## src/rtl/path_delay_pkg.sv

```systemverilog
// path_delay_pkg: shared constants and the delay-selection helper for
// path_delay_sum.
//   DLY_W     width of the delay/remaining/age counters
//   AGE_MAX   saturation value of a slot age counter
//   sel_delay picks the path delay for an input change
package path_delay_pkg;

    localparam int DLY_W = 8;
    localparam logic [DLY_W-1:0] AGE_MAX = '1;

    // An a-change selects P1/P2 on the new a[0]. A b-only change selects PB.
    // When both change, the slower path wins.
    function automatic logic [DLY_W-1:0] sel_delay(
        input logic             a_chg,
        input logic             b_chg,
        input logic             a0,
        input logic [DLY_W-1:0] p1,
        input logic [DLY_W-1:0] p2,
        input logic [DLY_W-1:0] pb
    );
        logic [DLY_W-1:0] da;
        da = a0 ? p1 : p2;
        if (a_chg && b_chg)
            return (da > pb) ? da : pb;
        else if (a_chg)
            return da;
        else
            return pb;
    endfunction

endpackage

```

## src/rtl/path_delay_sum_slot.sv

```systemverilog
// pd_slot: one pending-update slot of path_delay_sum.
// Ports:
//   clk, reset        clock, asynchronous active-high reset
//   load              capture load_rem/load_val, age restarts at 0
//   load_rem          cycles remaining minus one until maturity
//   load_val          {carry, sum} carried by the event
//   flush             discard the slot contents
//   valid             slot occupied
//   mature            occupied and remaining==0; value is due on this edge
//   age               cycles since the load, saturating
//   value             stored {carry, sum}
module pd_slot
    import path_delay_pkg::*;
#(
    parameter int VAL_W = 5
) (
    input  logic             clk,
    input  logic             reset,
    input  logic             load,
    input  logic [DLY_W-1:0] load_rem,
    input  logic [VAL_W-1:0] load_val,
    input  logic             flush,
    output logic             valid,
    output logic             mature,
    output logic [DLY_W-1:0] age,
    output logic [VAL_W-1:0] value
);

    typedef struct packed {
        logic             valid;
        logic [DLY_W-1:0] remaining;
        logic [DLY_W-1:0] age;
        logic [VAL_W-1:0] value;
    } slot_t;

    slot_t s;

    assign valid  = s.valid;
    assign age    = s.age;
    assign value  = s.value;
    assign mature = s.valid && (s.remaining == '0);

    // A maturing slot frees on this edge; the top never loads a slot that is
    // still valid in transport mode, so reuse only happens a cycle later.
    always_ff @(posedge clk or posedge reset) begin
        if (reset) begin
            s <= '0;
        end else if (load) begin
            s.valid     <= 1'b1;
            s.remaining <= load_rem;
            s.age       <= '0;
            s.value     <= load_val;
        end else if (flush || mature) begin
            s.valid <= 1'b0;
        end else if (s.valid) begin
            s.remaining <= s.remaining - 1'b1;
            if (s.age != AGE_MAX)
                s.age <= s.age + 1'b1;
        end
    end

endmodule

```

## src/rtl/path_delay_sum.sv

```systemverilog
// path_delay_sum: clocked conditional-path-delay adder. {x, y} = a + b, with
// each update applied P1/P2/PB cycles after the causing input change.
// Ports:
//   clk       sole clock, rising edge
//   reset     asynchronous, active-high
//   a, b      WIDTH-bit operands
//   clr_ovf   clears overflow (a same-cycle drop wins)
//   x, y      carry and low bits of the delayed sum
//   pending   number of occupied slots
//   overflow  sticky, an event was dropped because all slots were full
// Build option: PATH_DELAY_INERTIAL_EN selects inertial mode, where a new
// event cancels all outstanding ones; overflow then stays 0.
module path_delay_sum
    import path_delay_pkg::*;
#(
    parameter int WIDTH = 4,
    parameter int DEPTH = 4,
    parameter int P1    = 10,
    parameter int P2    = 21,
    parameter int PB    = 12
) (
    input  logic                       clk,
    input  logic                       reset,
    input  logic [WIDTH-1:0]           a,
    input  logic [WIDTH-1:0]           b,
    input  logic                       clr_ovf,
    output logic                       x,
    output logic [WIDTH-1:0]           y,
    output logic [$clog2(DEPTH+1)-1:0] pending,
    output logic                       overflow
);

    localparam int VAL_W = WIDTH + 1;
    localparam int PW    = $clog2(DEPTH + 1);
    localparam logic [DLY_W-1:0] P1_D = P1[DLY_W-1:0];
    localparam logic [DLY_W-1:0] P2_D = P2[DLY_W-1:0];
    localparam logic [DLY_W-1:0] PB_D = PB[DLY_W-1:0];

    logic [WIDTH-1:0] a_q, b_q;
    logic             a_chg, b_chg, ev;
    logic [DLY_W-1:0] ev_rem;
    logic [VAL_W-1:0] ev_val;

    logic [DEPTH-1:0] s_valid, s_mature, s_load;
    logic [DLY_W-1:0] s_age   [DEPTH];
    logic [VAL_W-1:0] s_value [DEPTH];
    logic             flush, drop;

    logic             any_mat;
    logic [DLY_W-1:0] win_age;
    logic [VAL_W-1:0] win_val;
    logic [PW-1:0]    nxt_cnt;

    assign a_chg  = (a != a_q);
    assign b_chg  = (b != b_q);
    assign ev     = a_chg || b_chg;
    assign ev_rem = sel_delay(a_chg, b_chg, a[0], P1_D, P2_D, PB_D) - 1'b1;
    assign ev_val = {1'b0, a} + {1'b0, b};

`ifdef PATH_DELAY_INERTIAL_EN
    assign flush = ev;

    // Every slot is cleared by the event, so slot 0 is always the free one.
    always_comb begin
        s_load    = '0;
        s_load[0] = ev;
        drop      = 1'b0;
    end
`else
    assign flush = 1'b0;

    // Lowest-index free slot takes the event; a slot maturing this cycle is
    // still valid here and therefore not offered.
    always_comb begin
        logic found;
        s_load = '0;
        found  = 1'b0;
        for (int i = 0; i < DEPTH; i++) begin
            if (!found && !s_valid[i]) begin
                s_load[i] = ev;
                found     = 1'b1;
            end
        end
        drop = ev && !found;
    end
`endif

    genvar g;
    generate
        for (g = 0; g < DEPTH; g++) begin : g_slot
            pd_slot #(.VAL_W(VAL_W)) u_slot (
                .clk      (clk),
                .reset    (reset),
                .load     (s_load[g]),
                .load_rem (ev_rem),
                .load_val (ev_val),
                .flush    (flush),
                .valid    (s_valid[g]),
                .mature   (s_mature[g]),
                .age      (s_age[g]),
                .value    (s_value[g])
            );
        end
    endgenerate

    // Youngest matured event wins; strict compare keeps the lowest index on
    // equal (including saturated) ages.
    always_comb begin
        any_mat = 1'b0;
        win_age = '1;
        win_val = '0;
        for (int i = 0; i < DEPTH; i++) begin
            if (s_mature[i] && (!any_mat || s_age[i] < win_age)) begin
                any_mat = 1'b1;
                win_age = s_age[i];
                win_val = s_value[i];
            end
        end
    end

    // Occupancy after this edge: newly loaded, or held and neither maturing
    // nor flushed.
    always_comb begin
        nxt_cnt = '0;
        for (int i = 0; i < DEPTH; i++)
            nxt_cnt = nxt_cnt +
                      PW'(s_load[i] || (s_valid[i] && !s_mature[i] && !flush));
    end

    always_ff @(posedge clk or posedge reset) begin
        if (reset) begin
            a_q      <= '0;
            b_q      <= '0;
            x        <= 1'b0;
            y        <= '0;
            pending  <= '0;
            overflow <= 1'b0;
        end else begin
            a_q     <= a;
            b_q     <= b;
            pending <= nxt_cnt;
            if (any_mat)
                {x, y} <= win_val;
            if (drop)
                overflow <= 1'b1;
            else if (clr_ovf)
                overflow <= 1'b0;
        end
    end

endmodule

```

## config.mk

```make
export PLATFORM = sky130hd
export DESIGN_NAME = path_delay_sum
export DESIGN_NICKNAME = d
export VERILOG_FILES = /design/src/rtl/path_delay_pkg.sv /design/src/rtl/path_delay_sum_slot.sv /design/src/rtl/path_delay_sum.sv
export SDC_FILE = /design/constraint.sdc
export NUM_CORES = 1
export LEC_CHECK = 0
export BUFFER_PORTS_ARGS = -buffer_cell sky130_fd_sc_hd__buf_4
export CORE_MARGIN = 4
export CORE_UTILIZATION = 55
export CTS_CLUSTER_DIAMETER = 120
export CTS_CLUSTER_SIZE = 30
export DETAILED_ROUTE_END_ITERATION = 8
export GPL_TIMING_DRIVEN = 0
export MAX_ROUTING_LAYER = met4
export PLACE_DENSITY_LB_ADDON = 0.12
export SYNTH_ARGS = -nofsm -noshare
export SYNTH_HDL_FRONTEND = slang
export SYNTH_SLANG_ARGS = --single-unit
export TNS_END_PERCENT = 50
```

## constraint.sdc

```tcl
create_clock -name clk -period 8.05 [get_ports clk]
set_input_delay 1.61 -clock clk [delete_from_list [all_inputs] [get_ports clk]]
set_output_delay 1.61 -clock clk [all_outputs]
set_load 0.01 [all_outputs]
```

==> results.json <==
{
  "gr-usage-met3": 0.0488,
  "p_per_area_nw_per_um2": 188,
  "tightest_slew_ns": 1.09,
  "timing.final.crit_share": 0.917,
  "yosysSeqAreaShare": 0.427,
  "drtPass1Iterations": 4,
  "p_switching_mw": 0.406,
  "drt-initial-drc-count": 296,
  "io_pins": 20,
  "floorplan.die_area_um2": 12900,
  "clock_latency_ns": 0.40,
  "n_antenna_cell": 0,
  "num_rows": 38,
  "hold_path.class": "reg -> reg",
  "finalSetupViolations": 0,
  "synth-seq-cells": 105,
  "routed-via-count": 4866,
  "grt_pass1_vias": 4955,
  "syn-cell-area_um2": 6150,
  "async_flop_share": 1.00,
  "worstReg2RegStart": "g_slot[0].u_slot.s[13]$_DFFE_PP0P_",
  "dieHeight_um": 114,
  "clock.fmax_mhz": 135,
  "grt_remaining_overflow": 0,
  "io_buffers": 19,
  "holdWs_ns": 0.496,
  "met2_usage": 0.374,
  "sw_frac_of_total": 0.324,
  "cts_sinks": 105,
  "max_slew_margin": 0.268,
  "dp_slack_ns": 0.631,
  "stdcell_area_um2": 6680,
  "coreArea_um2": 10900,
  "place_congestion": 0.918,
  "drv_slew": 0,
  "final_core_util": 0.614,
  "synth_edf_count": 0,
  "grt_antenna_before_repair": 0,
  "cts-root-buf": "clkbuf_8",
  "cts_tree": "yes",
  "cts_hold_buffers": 0,
  "leakage_nw": 2.94,
  "wl_um": 13700,
  "mostFrequentLayoutCells": "105 x dfrtp_1, 83 x nor2_1, 68 x nand2_1",
  "rsz0062_at_grt": "no",
  "dp_hpwl_um": 10400,
  "crit_start": "g_slot[0].u_slot.s[13]$_DFFE_PP0P_",
  "die_w_um": 114,
  "syn_nets": 708,
  "cts_buffers": 9,
  "drc_errors": 0,
  "crit_end": "y[2]$_DFFE_PP0P_",
  "critPathMaxFanout": 10,
  "ys_warn_count": 0,
  "slowest_delay_ns": 0.42,
  "clock_skew_ns": 0.0141,
  "timing.final.ws_setup_ns": 0.665,
  "vias_per_cell": 5.81,
  "crit_path_end_kind": "flip-flop",
  "worstSetupPathType": "reg -> reg",
  "dp_cells": 821,
  "stdcell_count": 837,
  "syn_to_final_growth_pct": 8.62,
  "yosysUniqueCellTypes": 65,
  "mostFrequentLayoutCell": "dfrtp_1",
  "htreeDepth": 3,
  "irDropWorstVdd_mv": 0.158,
  "status": "finished, final reports clean",
  "maxCapViolations": 0,
  "hold_viol": 0,
  "tns_ns": 0,
  "power.total_mw": 1.25,
  "worst-endpoint-required_ns": 8.32,
  "synth_cells": 661,
  "grt_max_degree": 60,
  "arrival_ns": 7.65,
  "combPwrFrac": 0.232,
  "rr_worst_depth": 32,
  "clkPwrFrac": 0.249,
  "grt_usage": 0.237,
  "grt_pass1_wl_um": 23700,
  "grt_util_met1": 0.311,
  "internal_power_mw": 0.848,
  "cp_slowest_cell": "dfrtp_1",
  "drive_gt1_frac": 0.0933,
  "layout.nets": 739,
  "start_util": 0.565,
  "seq_power_share": 0.519,
  "finalWorstPathRequiredPeriod_ns": 7.39,
  "r2r_slack_ns": 0.66,
  "critPathLaunchType": "flip-flop",
  "ant_nets": 0,
  "clk_pin_slew_ns": 0.10,
  "syn-mean-instance-area_um2": 9.31,
  "synth_flop_cell": "dfrtp_1",
  "regToRegEndpoint": "y[2]$_DFFE_PP0P_",
  "cpMostUsedCell": "ha_1",
  "wl_per_cell_um": 16.4,
  "grt_busiest_layer": "met2",
  "post_dp_cell_area_um2": 6500,
  "clock_path_buffers": 2
}
-- registers in the layout, summed over array words and instances, names as in the netlist --
name	count
g_slot.u_slot.age	32
overflow	1
b_q	4
g_slot.u_slot.valid	4
g_slot.u_slot.value	20
y	4
pending	3
a_q	4
g_slot.u_slot.s	32
x	1
-- how the worst min path moves through the flow --
stage                                     startpoint                                    end  slack (ns)  depth (start not counted)
4_1_cts        g_slot[0].u_slot.value[1]$_DFFE_PP0P_  g_slot[0].u_slot.value[1]$_DFFE_PP0P_        0.50                          2
5_1_grt        g_slot[1].u_slot.value[4]$_DFFE_PP0P_  g_slot[1].u_slot.value[4]$_DFFE_PP0P_        0.52                          2
2_1_floorplan  g_slot[0].u_slot.value[3]$_DFFE_PP0P_  g_slot[0].u_slot.value[3]$_DFFE_PP0P_        0.45                          2
6_report       g_slot[0].u_slot.value[1]$_DFFE_PP0P_  g_slot[0].u_slot.value[1]$_DFFE_PP0P_        0.50                          2
3_3_place_gp   g_slot[1].u_slot.value[0]$_DFFE_PP0P_  g_slot[1].u_slot.value[0]$_DFFE_PP0P_        0.46                          2
3_5_place_dp   g_slot[0].u_slot.value[3]$_DFFE_PP0P_  g_slot[0].u_slot.value[3]$_DFFE_PP0P_        0.47                          2
-- critical path: cells and delay by family (launching register included) --
kind | cells | cell delay [ns]
compound gates | 11 | 2.55
fa+ha+maj | 4 | 1.15
flops | 1 | 0.42
buf+inv | 5 | 0.83
mux | 1 | 0.29
simple gates | 11 | 1.99
-- kinds of logic (layout without fill, tap and decap cells) --
kind of cell,count (synthesis),in the layout,share of synthesized area
xor+xnor,51,51,0.0726
flops,105,105,0.427
simple gates,275,275,0.226
mux,14,14,0.0236
fa+ha+maj,36,36,0.0757
compound gates,126,126,0.139
buf+inv,54,90,0.0366
-- routing by layer --
layer / vias to the layer above / wire, um
li1: 2403 / -
met1: 2351 / 6370
met2: 87 / 6610
met3: 25 / 483
met4: 0 / 257
met5: - / 0
-- timing repair --
action	in CTS	in global routing
gates resized for setup	0	1
buffers inserted	0	0
endpoints found under the setup margin	0	2
-- layout make-up --
class                           instances  area [um2]
Multi-Input combinational cell        502        3300
Fill cell                             933        4210
Clock buffer                           12         145
Sequential cell                       105        2630
Tap cell                              140         175
Buffer                                 25         119
Clock inverter                          4        35.0
Inverter                               29         111
Timing Repair Buffer                   20         170
-- power groups by stage --
stage	combinational, mW	clock [mW]	sequential, mW
floorplan	0.207	0	0.652
global placement	0.280	0	0.656
detailed placement	0.293	0	0.660
CTS	0.294	0.323	0.650
global route	0.334	0.344	0.662
finish	0.291	0.312	0.651
-- cell usage after synthesis, drive strengths merged (6+ instances only) --
master / count / area (um2)
nand4: 20 / 125
o21ai: 32 / 160
a21oi: 27 / 139
and3: 9 / 61.3
inv: 29 / 109
or3: 10 / 67.6
a21o: 7 / 52.6
nor2: 84 / 323
or2: 6 / 37.5
dfrtp: 105 / 2630
nor3: 12 / 71.3
nand2b: 13 / 81.3
nand2: 69 / 262
o211ai: 8 / 65.1
buf: 8 / 52.6
a211oi: 8 / 65.1
xnor2: 29 / 254
nor4: 8 / 65.1
nand3: 18 / 95.1
xor2: 22 / 193
clkbuf: 17 / 63.8
a31oi: 11 / 68.8
nor2b: 9 / 56.3
mux2i: 10 / 100
ha: 34 / 425
(Power assumes the default switching activity.)
